<file path="config.mk">
export PLATFORM = sky130hd
export DESIGN_NAME = qsys_shield_oc_guard_master
export DESIGN_NICKNAME = d
export VERILOG_FILES = /design/src/rtl/qsys_shield_oc_guard_master.sv
export SDC_FILE = /design/constraint.sdc
export NUM_CORES = 1
export LEC_CHECK = 0
export ABC_CLOCK_PERIOD_IN_PS = 6200
export CORE_MARGIN = 4
export CORE_UTILIZATION = 30
export DETAILED_ROUTE_END_ITERATION = 16
export SYNTH_ARGS = -nofsm -noshare
export SYNTH_HDL_FRONTEND = slang
export SYNTH_SLANG_ARGS = --single-unit
</file>
<file path="constraint.sdc">
create_clock -name csi_MCLK_clk -period 6.2 [get_ports csi_MCLK_clk]
set_clock_uncertainty 0.2 [all_clocks]
set_input_delay 0.62 -clock csi_MCLK_clk [delete_from_list [all_inputs] [get_ports csi_MCLK_clk]]
set_output_delay 0.62 -clock csi_MCLK_clk [all_outputs]
set_load 0.1 [all_outputs]
</file>
<file path="src/rtl/qsys_shield_oc_guard_master.sv">
// qsys_shield_oc_guard_master: Avalon-MM master that sheds over-current shield modules,
// retries restores after a cooldown, and latches a permanent fault after RETRY_MAX failures.
module qsys_shield_oc_guard_master #(
  parameter int ADDR_W = 32,
  parameter logic [ADDR_W-1:0] CTRL_ADDR = '0,
  parameter int COOLDOWN_CYCLES = 50000000,
  parameter int SETTLE_CYCLES = 1000,
  parameter int RETRY_MAX = 3
) (
  input  logic              csi_MCLK_clk,
  input  logic              rsi_MRST_reset,
  output logic [ADDR_W-1:0] avm_M_address,
  output logic              avm_M_read,
  output logic              avm_M_write,
  output logic [31:0]       avm_M_writedata,
  output logic [3:0]        avm_M_byteenable,
  input  logic [31:0]       avm_M_readdata,
  input  logic              avm_M_waitrequest,
  input  logic              inr_OC_irq,
  input  logic              coe_ARM,
  input  logic              coe_CLEAR,
  output logic [1:0]        coe_FAULT,
  output logic              coe_BUSY
);
  typedef enum logic [2:0] {IDLE, RD_STAT, WR_OFF, COOL, RESTORE, SETTLE, RD_VERIFY, FAULT} state_t;
  state_t state_q, state_d;
  logic [31:0] cnt_q, cnt_d;
  logic [3:0] retry_q, retry_d;
  logic [1:0] oc_q, oc_d, loe_q, loe_d, hoe_q, hoe_d, pwr_q, pwr_d;
  logic [1:0] rd_oc;
  logic done;
  logic unused_rd;
  assign rd_oc = avm_M_readdata[1:0];
  assign done = ~avm_M_waitrequest;
  assign unused_rd = ^{avm_M_readdata[31:26], avm_M_readdata[23:18], avm_M_readdata[15:10], avm_M_readdata[7:2]};
  // Bus strobes decode straight from the state register so an async reset drops them at once
  assign avm_M_address = CTRL_ADDR;
  assign avm_M_byteenable = 4'hF;
  assign avm_M_read = state_q == RD_STAT || state_q == RD_VERIFY;
  assign avm_M_write = state_q == WR_OFF || state_q == RESTORE;
  assign avm_M_writedata = state_q == WR_OFF ? {6'b0, pwr_q & ~oc_q, 6'b0, hoe_q & ~oc_q, 6'b0, loe_q & ~oc_q, 8'b0} :
                           state_q == RESTORE ? {6'b0, pwr_q, 6'b0, hoe_q, 6'b0, loe_q, 8'b0} : 32'h0;
  assign coe_FAULT = state_q == FAULT ? oc_q : 2'b0;
  assign coe_BUSY = state_q != IDLE && state_q != FAULT;
  always_ff @(posedge csi_MCLK_clk or posedge rsi_MRST_reset) begin
    if (rsi_MRST_reset) begin
      state_q <= IDLE;
      cnt_q <= '0;
      retry_q <= '0;
      oc_q <= '0;
      loe_q <= '0;
      hoe_q <= '0;
      pwr_q <= '0;
    end else begin
      state_q <= state_d;
      cnt_q <= cnt_d;
      retry_q <= retry_d;
      oc_q <= oc_d;
      loe_q <= loe_d;
      hoe_q <= hoe_d;
      pwr_q <= pwr_d;
    end
  end
  always_comb begin
    state_d = state_q;
    cnt_d = cnt_q;
    retry_d = retry_q;
    oc_d = oc_q;
    loe_d = loe_q;
    hoe_d = hoe_q;
    pwr_d = pwr_q;
    case (state_q)
      IDLE: state_d = coe_ARM && inr_OC_irq ? RD_STAT : IDLE;
      RD_STAT: if (done) begin
        oc_d = rd_oc;
        loe_d = avm_M_readdata[9:8];
        hoe_d = avm_M_readdata[17:16];
        pwr_d = avm_M_readdata[25:24];
        state_d = rd_oc == 2'b0 ? IDLE : WR_OFF;
      end
      WR_OFF: if (done) begin
        cnt_d = 32'(COOLDOWN_CYCLES - 1);
        state_d = COOL;
      end
      COOL: if (cnt_q == 32'h0) state_d = retry_q < 4'(RETRY_MAX) ? RESTORE : FAULT;
            else cnt_d = cnt_q - 32'h1;
      RESTORE: if (done) begin
        retry_d = retry_q + 4'h1;
        cnt_d = 32'(SETTLE_CYCLES - 1);
        state_d = SETTLE;
      end
      SETTLE: if (cnt_q == 32'h0) state_d = RD_VERIFY;
              else cnt_d = cnt_q - 32'h1;
      // A newly faulted module is merged into oc; the retry budget keeps counting
      RD_VERIFY: if (done) begin
        if ((rd_oc & oc_q) == 2'b0) begin
          retry_d = '0;
          state_d = IDLE;
        end else begin
          oc_d = oc_q | rd_oc;
          state_d = WR_OFF;
        end
      end
      FAULT: if (coe_CLEAR) begin
        retry_d = '0;
        state_d = IDLE;
      end
      default: state_d = IDLE;
    endcase
  end
endmodule

</file>
Yosys cells after proc, flatten, opt, wreduce, memory -nomap -nowiden
Cells that the tools add are included.

Register bits after elaboration: 47. Input bits: 38. Word-level logic and storage cells: 81.

$add $sub $neg: 2. Order comparisons: 1. Equal/unequal tests: 18. Mux-type cells: 28. Bitwise logic cells: 7. Reductions and logical operators: 18.

Operators by type and width (count): two-way mux 32 bit (3); one-hot mux 32 bit (3 select lines) (1); two-way mux 26 bit (2); zero test 32 bit (1); subtractor 32 x 1 -> 32 bit, second input constant (1); one-hot mux 3 bit (8 select lines) (1); two-way mux 3 bit (7); inequality test 2 bit, second input constant (9); two-way mux 4 bit (4); two-way mux 2 bit (7); == test 3 bit, second input constant (4); one-hot mux 4 bit (3 select lines) (1); nonzero test 3 bit (3); bitwise AND 2 bit (4); AND reduction 4 bit (2); AND reduction 7 bit (1); == test 3 x 2 -> 1 bit, second input constant (2); AND reduction 5 bit (1); adder 4 x 1 -> 4 bit, second input constant (1); zero test 2 bit (2); < comparator 4 x 2 -> 1 bit, second input constant (1); one-hot mux 2 bit (2 select lines) (1); == test 3 x 1 -> 1 bit, second input constant (1); zero test 3 bit (1); 11 further kinds (13).

Longest topological paths before layout
Word-level depth: 5. Gate-level depth with buffers: 10.

Worst setup path after synthesis
No wires, ideal clock.

Path kind: register to output. Start: register state_q[0]. End: output avm_M_read. Arrival: 2.958 ns. Data required time: 5.380 ns. Path slack: 2.422 ns. Cell stages (with the launch flop): 4. Path buffers: 2. Cell sequence: dfrtp_1 clkbuf_1 clkbuf_1 o21ai_0.

Longest elaborated chain between the ends: 2. Elaborated cells between the ends (all ways): 3. Classes of those cells: eq/ne: 2; reduce/logical: 1.

RTL lines: from (decl) (RTL line 26) `state_t state_q, state_d;`; from (signal assigned) (RTL line 55) `state_q <= state_d;`; == test 3 x 1 -> 1 bit or == test 3 bit (tied branches) (RTL line 39) `assign avm_M_read = state_q == RD_STAT || state_q == RD_VERIFY;`; logical OR 1 bit (*) (RTL line 39); to (decl) (RTL line 13) `output logic avm_M_read,`.

Every way passes the cells marked *; elsewhere a longest branch is shown, timed or not.

Worst setup path in the final report
Start: register state_q[0]. End: output avm_M_writedata[8].

Longest elaborated chain between the ends: 3. Elaborated cells between the ends (all ways): 4. Classes of those cells: eq/ne: 2; mux: 2.

RTL lines: == test 3 bit (RTL line 42) `state_q == RESTORE ? {6'b0, pwr_q, 6'b0, hoe_q, 6'b0, loe_q, 8'b0} : 32'h0;`; two-way mux 26 bit (RTL line 42); two-way mux 26 bit (*) (RTL line 41) `assign avm_M_writedata = state_q == WR_OFF ? {6'b0, pwr_q & ~oc_q, 6'b0, hoe_q & ~oc_q, 6'b0, loe_q & ~oc_q, 8 ...`; to (decl) (RTL line 15) `output logic [31:0] avm_M_writedata,`.

Marked as above.

==> impl_metrics.toml <==
[critical_path]
path_max_fanout = 25
cp-end-kind = "primary output"
start_kind = "register"
criticalPathCategory = "reg2out"
arrival_ps = 3150
cp.required_ps = 5380

[final_layout]
nets = 428
layout_common_cells = "62 x conb_1, 47 x dfrtp_1, 34 x nor2_1"
syn_to_final_growth_pct = 7.437
fin_area_sq_um = 3561
final_common_cell = "conb_1"
n_antenna_cell = 0
drive_gt1_share_pct = 9.254

[place]
io_buffers = 24
placed_cell_area_sq_um = 3443
hpwl_mm = 5.025
gp_congestion = 0.7819

[sta]
worstMarginPinSlew_ps = 987.1
tns_ps = 0
hold_violations = 0
hold_ws_ps = 305.4
slew_headroom_pct = 34.10
period_share_pct = 64.10
setup_violations = 0
finalMaxSlewViolations = 0
rsz0062_at_grt = "no"
fmax_mhz = 251.6
min_period_ps = 3974

[outcome]
status = "finished, final reports clean"

[synthesis]
synth.distinct_cells = 61
synth_cells = 371
synth-edff-count = 0
synth-async-reset-ratio_pct = 100.0
ys_seq_area_share_pct = 35.49
synth_area_sq_um = 3314
ys_ff_latch = 47
synth_flop_cell = "dfrtp_1"
ys_warn_count = 0
avgSynthCellArea_sq_um = 8.934

[detailed_routing]
drc = 0
ant_nets = 0
vias = 2585
wirelength_mm = 6.905
drt-vias-per-instance = 4.887
wl_per_cell_um = 13.05
drt_iter0_drc = 199
firstDrtPassIters = 4

[clock_network]
clk_path_buf_depth = 2
cts_resized = 0
hold_buffers = 0
cts_max_level = 2
ctsRootBufferMaster = "clkbuf_8"
cts.clk_slew.worst_paths_ps = 90
cts_inserted_buffers = 5
cts_tree = "yes"
postCtsSetupBuffers = 0
cts_num_sinks = 47
insertion_delay_ps = 310

[power_and_ir_drop]
p_leak_nw = 1.504
pwr_density_cell_nw_per_um2 = 503.0
peakVddDrop_v = 0.0004855

[global_route]
grt_usage_pct = 10.62
grt_pass1_vias = 2364
antenna_found_initial = 0
overflow = 0
grt_max_degree = 48
grt_pass1_wl_mm = 11.38

[flow_run]
maxCapViolCount = 0

[floorplanning]
die_w_um = 113.1
io_pins = 111
dieArea_sq_um = 12790
core.rowCount = 38
start_util_pct = 30.57
die_height_um = 113.1
coreArea_sq_um = 10840

[hold_path]
hold_path_class = "reg2reg"
## where the power goes
part / leakage [nW] / switching (mW) / total (mW) / internal, mW
clock network: 0.0612 / 0.110 / 0.241 / 0.131
registers: 0.565 / 0.126 / 0.517 / 0.391
logic: 0.878 / 0.737 / 1.03 / 0.296
total: 1.50 / 0.973 / 1.79 / 0.818
## per-layer routing
metal	vias up	global-route usage, %	share of wire, %
met1	1240	14.10	44
met5	-	0	0
met2	103	17.02	48
met4	0	3.125	1.3
met3	10	2.834	7.4
li1	1232	-	-
## critical path, stage by stage (launching register included)
cell             delay [ps]
dfrtp_1                 640
nand2b_1                280
nand2b_1                330
a21oi_1                 300
and2_1                  160
clkdlybuf4s50_1        1130
## kinds of logic after synthesis
family                     after synthesis  share of synthesized area (%)
and+or+nand+nor                        130                          24.05
AOI/OAI and AO/OA                       87                          17.48
buffers and inverters                   87                          17.25
DFF                                     47                          35.49
xor gates and xnor gates                 9                          2.378
muxes                                    7                          2.378
adders and majority gates                2                         0.7549
other                                    2                         0.2266
## cell usage after synthesis, drive strengths merged (3+ instances only)
master / number / area share [%]
a21oi: 32 / 5.5
nor3: 12 / 2.2
or3: 6 / 1.1
a22o: 3 / 0.79
o21ai: 15 / 2.3
nand2b: 8 / 1.5
a31oi: 4 / 0.75
a311oi: 4 / 1.1
and2: 9 / 1.8
nand3: 9 / 1.4
o22a: 5 / 1.3
o211ai: 3 / 0.83
o21a: 6 / 1.4
or4: 4 / 1.0
xor2: 7 / 1.8
buf: 66 / 15
clkbuf: 11 / 1.3
nor4: 7 / 2.4
dfrtp: 47 / 35
mux2: 7 / 2.4
inv: 10 / 1.1
nand4: 10 / 2.8
nand2: 16 / 1.8
nor2: 35 / 4.0
## registers in the layout (all words and copies together) (netlist names)
register	flops
retry_q	4
hoe_q	2
state_q	3
loe_q	2
pwr_q	2
cnt_q	32
oc_q	2
## through the flow
| stage | std cells | worst slack, ps | utilization [%] | power (mW) |
|---|---|---|---|---|
| 2_1_floorplan | 431 | 2422 | - | 1.397 |
| 3_3_place_gp | 521 | 2554 | 31.76 | 1.538 |
| 3_5_place_dp | 521 | 2478 | 31.76 | 1.557 |
| 4_1_cts | 529 | 2125 | 32.85 | 1.805 |
| 5_1_grt | 529 | 2026 | 32.85 | 1.919 |
| 6_report | 529 | 2226 | 32.85 | 1.791 |
## layout make-up
| class | count | area [sq um] |
|---|---|---|
| inverter | 10 | 37.54 |
| fill | 1171 | 7279 |
| multi-input combinational | 297 | 1792 |
| timing repair buffer | 27 | 262.8 |
| clock buffer | 6 | 82.58 |
| tap | 140 | 175.2 |
| clock inverter | 2 | 35.03 |
| sequential | 47 | 1176 |
## path summary, 6_finish.rpt
kind	endpoint	slack, ps	cells past startpoint	start
worst max-delay path	avm_M_writedata[8]	2230	5	state_q[0]
worst min-delay path	hoe_q[0]	310	1	hoe_q[0]
worst max register to register	state_q[0]	3480	8	cnt_q[0]
worst min register to register	hoe_q[0]	310	1	hoe_q[0]
max in group asynchronous	cnt_q[10]	4520	2	rsi_MRST_reset
min in group asynchronous	loe_q[0]	660	2	rsi_MRST_reset
Power figures use the tool's default switching activity.
